`config.mk`:
```
export PLATFORM = sky130hd
export DESIGN_NAME = format_nanofs
export DESIGN_NICKNAME = d
export VERILOG_FILES = /design/src/rtl/nanofs_pkg.sv /design/src/rtl/nanofs_sb_byte_gen.sv /design/src/rtl/format_nanofs.sv
export SDC_FILE = /design/constraint.sdc
export NUM_CORES = 1
export LEC_CHECK = 0
export CAP_MARGIN = 20
export CORE_ASPECT_RATIO = 0.5
export CORE_UTILIZATION = 30
export CTS_CLUSTER_DIAMETER = 30
export DETAILED_ROUTE_END_ITERATION = 8
export MAX_ROUTING_LAYER = met4
export PLACE_DENSITY = 0.58
export SYNTH_ARGS = -nofsm -noshare
export SYNTH_HDL_FRONTEND = slang
export SYNTH_HIERARCHICAL = 1
export SYNTH_SLANG_ARGS = --single-unit
```
`constraint.sdc`:
```
create_clock -name clk_i -period 2.4 [get_ports clk_i]
set_clock_uncertainty 0.2 [all_clocks]
set_input_delay 0.6 -clock clk_i [delete_from_list [all_inputs] [get_ports clk_i]]
set_output_delay 0.6 -clock clk_i [all_outputs]
set_load 0.02 [all_outputs]
```
`src/rtl/nanofs_pkg.sv`:
```
// Shared nanofs definitions: on-disk header constants, header byte offsets and the
// state encoding used by both the format path and the boot-time superblock checker.
package nanofs_pkg;

  localparam logic [15:0] NANOFS_MAGIC     = 16'h4e61;
  localparam logic [7:0]  NANOFS_BSIZE_CODE = 8'h01;

  localparam int OFS_MAGIC0 = 0;
  localparam int OFS_MAGIC1 = 1;
  localparam int OFS_BSIZE  = 2;
  localparam int OFS_RSVD   = 3;
  localparam int OFS_START0 = 4;
  localparam int OFS_START1 = 5;
  localparam int OFS_START2 = 6;
  localparam int OFS_START3 = 7;

  typedef enum logic [3:0] {
    ST_IDLE       = 4'd0,
    ST_OPEN       = 4'd1,
    ST_WAIT_OPEN  = 4'd2,
    ST_SEND       = 4'd3,
    ST_WAIT_BYTE  = 4'd4,
    ST_CLOSE      = 4'd5,
    ST_WAIT_CLOSE = 4'd6,
    ST_SUCCESS    = 4'd7,
    ST_ERROR      = 4'd8
  } nanofs_state_e;

  // Values captured when a format is requested.
  typedef struct packed {
    logic [31:0] addr;
    logic [31:0] start_reg;
  } fmt_req_t;

endpackage

```
`src/rtl/nanofs_sb_byte_gen.sv`:
```
// Maps a byte index within the superblock to its content: 8-byte header, then zeros.
module nanofs_sb_byte_gen
  import nanofs_pkg::*;
#(
  parameter int          CW              = 10,
  parameter logic [15:0] MAGIC           = NANOFS_MAGIC,
  parameter logic [7:0]  BLOCK_SIZE_CODE = NANOFS_BSIZE_CODE
) (
  input  logic [CW-1:0] idx_i,
  input  logic [31:0]   start_reg_i,
  output logic [7:0]    byte_o
);

  always_comb begin
    byte_o = 8'h00;
    case (idx_i)
      CW'(OFS_MAGIC0): byte_o = MAGIC[7:0];
      CW'(OFS_MAGIC1): byte_o = MAGIC[15:8];
      CW'(OFS_BSIZE):  byte_o = BLOCK_SIZE_CODE;
      CW'(OFS_RSVD):   byte_o = 8'h00;
      CW'(OFS_START0): byte_o = start_reg_i[7:0];
      CW'(OFS_START1): byte_o = start_reg_i[15:8];
      CW'(OFS_START2): byte_o = start_reg_i[23:16];
      CW'(OFS_START3): byte_o = start_reg_i[31:24];
      default:         byte_o = 8'h00;
    endcase
  end

endmodule

```
`src/rtl/format_nanofs.sv`:
```
// Format path: streams one nanofs superblock block to the SD card through the SPI
// block-write core (open block, BLOCK_BYTES byte writes, close, report).
module format_nanofs
  import nanofs_pkg::*;
#(
  parameter int          BLOCK_BYTES     = 512,
  parameter logic [15:0] MAGIC           = NANOFS_MAGIC,
  parameter logic [7:0]  BLOCK_SIZE_CODE = NANOFS_BSIZE_CODE
) (
  input  logic        clk_i,
  input  logic        rst_ni,
  input  logic        start_i,
  input  logic [31:0] begin_address_i,
  input  logic [31:0] start_reg_i,
  output logic        success_o,
  output logic        err_signal_o,
  output logic        spi_w_block_o,
  output logic        spi_w_byte_o,
  output logic [7:0]  spi_data_in_o,
  output logic [31:0] spi_block_addr_o,
  input  logic        spi_busy_i,
  input  logic        spi_err_i,
  output logic [3:0]  debug_leds_o
);

  localparam int CW = $clog2(BLOCK_BYTES) + 1;

  nanofs_state_e state_q, state_d;
  fmt_req_t      req_q, req_d;
  logic [CW-1:0] cnt_q, cnt_d;
  logic [7:0]    data_q, data_d;
  logic [7:0]    gen_byte;
  logic          in_xfer;

  nanofs_sb_byte_gen #(
    .CW              (CW),
    .MAGIC           (MAGIC),
    .BLOCK_SIZE_CODE (BLOCK_SIZE_CODE)
  ) u_byte_gen (
    .idx_i       (cnt_q),
    .start_reg_i (req_q.start_reg),
    .byte_o      (gen_byte)
  );

  always_ff @(posedge clk_i or negedge rst_ni) begin
    if (!rst_ni) begin
      state_q <= ST_IDLE;
      req_q   <= '0;
      cnt_q   <= '0;
      data_q  <= '0;
    end else begin
      state_q <= state_d;
      req_q   <= req_d;
      cnt_q   <= cnt_d;
      data_q  <= data_d;
    end
  end

  assign in_xfer = state_q inside {ST_OPEN, ST_WAIT_OPEN, ST_SEND, ST_WAIT_BYTE,
                                   ST_CLOSE, ST_WAIT_CLOSE};

  always_comb begin
    state_d       = state_q;
    req_d         = req_q;
    cnt_d         = cnt_q;
    data_d        = data_q;
    spi_w_block_o = 1'b0;
    spi_w_byte_o  = 1'b0;
    // Last sent byte is held between pulses so the core sees a stable value.
    spi_data_in_o = data_q;
    success_o     = 1'b0;
    err_signal_o  = 1'b0;

    case (state_q)
      ST_IDLE: begin
        cnt_d  = '0;
        data_d = '0;
        if (start_i) begin
          req_d.addr      = begin_address_i;
          req_d.start_reg = start_reg_i;
          state_d         = ST_OPEN;
        end
      end
      ST_OPEN: begin
        if (!spi_busy_i) begin
          spi_w_block_o = 1'b1;
          state_d       = ST_WAIT_OPEN;
        end
      end
      ST_WAIT_OPEN: begin
        spi_w_block_o = 1'b1;
        if (!spi_busy_i) state_d = ST_SEND;
      end
      ST_SEND: begin
        spi_w_block_o = 1'b1;
        spi_w_byte_o  = 1'b1;
        spi_data_in_o = gen_byte;
        data_d        = gen_byte;
        cnt_d         = cnt_q + 1'b1;
        state_d       = ST_WAIT_BYTE;
      end
      ST_WAIT_BYTE: begin
        spi_w_block_o = 1'b1;
        if (!spi_busy_i) state_d = (cnt_q == CW'(BLOCK_BYTES)) ? ST_CLOSE : ST_SEND;
      end
      ST_CLOSE:      state_d = ST_WAIT_CLOSE;
      ST_WAIT_CLOSE: if (!spi_busy_i) state_d = ST_SUCCESS;
      ST_SUCCESS: begin
        success_o = 1'b1;
        if (!start_i) state_d = ST_IDLE;
      end
      ST_ERROR: begin
        err_signal_o = 1'b1;
        if (!start_i) state_d = ST_IDLE;
      end
      default: state_d = ST_IDLE;
    endcase

    // A core error aborts the block immediately; strobes are cut in the same cycle.
    if (in_xfer && spi_err_i) begin
      state_d       = ST_ERROR;
      cnt_d         = cnt_q;
      spi_w_block_o = 1'b0;
      spi_w_byte_o  = 1'b0;
    end
  end

  assign spi_block_addr_o = req_q.addr;
  assign debug_leds_o     = state_q;

endmodule

```
==> results.toml, run 1 <==
[outcome]
outcome = "finished, violations left"
failed_checks = "setup timing"

[worst_setup_path]
cp_max_fo = 2
crit_path_launch_type = "flop"
crit_type = "reg2out"
cp_slowest_stage_delay_ps = 420
crit_family = "simple AND/OR/NAND/NOR gates"
timing.critical_path.required_ps = 1600
timing.critical_path.to_type = "primary output"
critPathBufInv = 2
cp.arrival_ps = 1830
crit_path_cell_trace = "nor4_4, nand2_2, buf_6, a221oi_4, nand2_1, nand2_2, buf_6"
critical_path.slowest_cell = "sky130_fd_sc_hd__dfrtp_1"

[clock_tree]
h_tree_depth = 3
clock_sinks = 86
cts-hold-fix-buffers = 0
cts_buffer_depth = 2
clk-insertion-delay-late_ps = 340
cts.clk_slew.worst_paths_ps = 70
cts_tree = "yes"
clock_buffer_count_from_cts = 9
cts-root-buf = "sky130_fd_sc_hd__clkbuf_16"

[cells_and_area]
fillerInstances = 1325
fin_util_pct = 46.70
multi_input_area_um2 = 1974
area.growth.synth_to_final_pct = 48.80
design_area_um2 = 6451
seq_area_um2 = 2157
antenna_cells_inserted = 0
nNetsFinal = 595
drive_gt1_share_pct = 28.17

[sta]
finalHoldWorstSlack_ps = 42.03
hold_violations = 0
setup-violations-final = 8
fmax_ghz = 0.3802
rsz0062_at_grt = "true"
max_slew_headroom_pct = 62.62
slew_violations = 0
worst_margin_slew_ps = 560.7
timing.final.crit_share_pct = 109.6
fin_setup_tns_ps = -1517
period_needed_ps = 2630
setup_ws_ps = -230.1

[die]
die_height_um = 87.01
pin_count = 117
floorplan.core_area_um2 = 13810
start_util_pct = 31.39
num_rows = 30
fp.dieW_um = 172.0
dieArea_um2 = 14970

[placement]
buffer_ports.inserted = 116
globalplace.congestion = 0.8058
placement.cell_area_um2 = 5834
detailedPlacementHpwl_um = 7466

[power]
vdd.ir_drop.worst_uv = 368.1
design_power_total_uw = 7226
pwr_density_cell_nw_per_um2 = 1120
power_leakage_uw = 0.002837

[yosys]
synth_top_cells_by_area = "sky130_fd_sc_hd__dfrtp_1 50%, sky130_fd_sc_hd__mux2_1 16%, sky130_fd_sc_hd__buf_4 5.5%"
area_leader_netlist = "sky130_fd_sc_hd__dfrtp_1"
ys.flop_type = "sky130_fd_sc_hd__dfrtp_1"
synth-warning-count = 6
seq_area_frac_synth_pct = 49.64
synth.avg_cell_area_um2 = 11.41
async_set_or_reset_register_ratio_after_synthesis_pct = 100.0
mappedNetlistArea_um2 = 4335
synth-edff-count = 0
yosysUniqueCellTypes = 56
synth_nets = 451
synth_top_cell_area_share_pct = 49.64
synth_seq_cells = 86
synthesis.instances = 380

[grt]
global_route.usage.total_pct = 15.11
global_route_wire_length_before_repair_um = 16780
maximum_number_of_pins_on_one_net_before_global_route_repair = 44
first_global_vias = 3372
global_route.overflow_total = 0
number_of_antenna_violations_at_the_first_check_in_global_routing = 0

[routing]
via_count = 3399
route.final.wire_length_um = 10470
drt-pass1-iter-count = 4
drt-initial-drc-count = 250
detail_route.vias_per_cell = 4.714
postRouteAntennaNets = 0
wl_per_cell_um = 14.53
remaining_drc_errors = 0

[flow_run]
drv_cap = 0

[worst_hold_path]
hold_path_class = "in2async"
per-layer routing:
layer / track usage (%) / part of all wire [%] / vias up
met4: 4.344 / 1.0 / 0
met1: 18.67 / 46 / 1698
met2: 25.00 / 49 / 71
met3: 3.226 / 4.0 / 10
li1: - / - / 1620
met5: - / 0 / -
area by class of cell:
type | instances | area share, %
sequential | 86 | 33.44
multi-input combinational | 232 | 30.61
timing repair buffer | 187 | 26.98
tap | 192 | 3.724
clock buffer | 10 | 3.549
clock inverter | 6 | 1.183
inverter | 8 | 0.5237
flip-flops by register name, indices dropped and copies added, names as in the netlist:
register / flops
cnt_q: 10
data_q: 8
debug_leds_o: 4
req_q: 32
spi_block_addr_o: 32
placed cells by master (no fill, tap or decap), types with 4 or more instances in the layout:
cell type	netlist	layout
sky130_fd_sc_hd__nor3_1	7	6
sky130_fd_sc_hd__nor2_1	8	8
sky130_fd_sc_hd__inv_1	7	6
sky130_fd_sc_hd__nand4_1	5	5
sky130_fd_sc_hd__a31oi_1	5	4
sky130_fd_sc_hd__o31ai_1	5	5
sky130_fd_sc_hd__buf_4	32	62
sky130_fd_sc_hd__a21oi_2	0	4
sky130_fd_sc_hd__a21oi_1	8	4
sky130_fd_sc_hd__nor2b_1	6	5
sky130_fd_sc_hd__a22o_1	8	8
sky130_fd_sc_hd__dfrtp_2	0	4
sky130_fd_sc_hd__dfrtp_1	86	82
sky130_fd_sc_hd__o21ai_1	7	6
sky130_fd_sc_hd__buf_6	3	14
sky130_fd_sc_hd__nand2_2	1	10
sky130_fd_sc_hd__nand2_1	34	25
sky130_fd_sc_hd__clkbuf_16	0	9
sky130_fd_sc_hd__and3_1	9	7
sky130_fd_sc_hd__clkdlybuf4s50_1	0	101
sky130_fd_sc_hd__o21ai_0	8	6
sky130_fd_sc_hd__mux2_1	62	62
path summary, 6_finish.rpt:
path,slack [ps],end,startpoint,cells past startpoint
worst max register to register,140,data_q[0],cnt_q[0],10
min in group clk_i,290,req_q[6],req_q[6],1
worst min-delay path,40,spi_block_addr_o[3],rst_ni,1
worst min register to register,290,req_q[6],req_q[6],1
worst max-delay path,-230,spi_data_in_o[2],cnt_q[3],7
max in group asynchronous,1370,debug_leds_o[0],rst_ni,2
power by group:
group	leakage, uW	total (uW)	switching (uW)	internal (uW)
sequential	0.00105	2420	347	2070
combinational	0.00164	3360	1580	1790
clock	0.000150	1440	617	828
worst register-to-register path: stages (launching register included):
cell and delay, ps:
sky130_fd_sc_hd__dfrtp_2 440, sky130_fd_sc_hd__buf_12 160, sky130_fd_sc_hd__mux2_4 310, sky130_fd_sc_hd__a2bb2oi_2 160
sky130_fd_sc_hd__a21oi_2 70, sky130_fd_sc_hd__buf_4 130, sky130_fd_sc_hd__buf_4 120, sky130_fd_sc_hd__buf_4 120
sky130_fd_sc_hd__buf_4 120, sky130_fd_sc_hd__buf_4 120, sky130_fd_sc_hd__a22o_1 210
Yosys cell counts, drive strengths merged, types with 4 or more instances:
| library cell | n |
|---|---|
| and2 | 5 |
| a22o | 8 |
| nand2 | 35 |
| inv | 8 |
| nor2b | 6 |
| buf | 50 |
| a31oi | 5 |
| nand3 | 5 |
| o31ai | 5 |
| mux2 | 68 |
| clkbuf | 4 |
| dfrtp | 86 |
| and3 | 9 |
| o21ai | 15 |
| nor2 | 9 |
| nor3 | 8 |
| a21oi | 8 |
| nand4 | 5 |
logic make-up (layout without fill, tap and decap cells):
kind of cell	after synthesis	count (layout)	share of synthesized area, %
muxes	70	70	18.70
buffers and inverters	62	211	9.062
AOI/OAI and AO/OA	65	65	10.59
DFF	86	86	49.64
adders and majority gates	2	2	0.5771
and+or+nand+nor	95	95	11.43
repair_timing:
item,in CTS,in global routing
resized for setup,85,33
setup buffers,14,4
endpoints found under the hold margin,0,0
gates cloned,1,0
endpoints found under the setup margin,13,15
pin swaps,17,15
through the flow:
step,worst slack [ps],std cells
after floorplan,-16.52,380
after global placement,-322.7,689
after detailed placement,-361.1,689
after CTS,-226.8,720
after global routing,-299.8,721
final,-230.1,721
No activity file was read; power rests on OpenSTA's default activity.
==> inputs of run 2 (changes only) <==
- CAP_MARGIN: 20 -> default
- HOLD_SLACK_MARGIN: default -> 0.02
==> results of run 2 <==
Same layout as run 1: the final DEF is identical, and so are final timing and power.
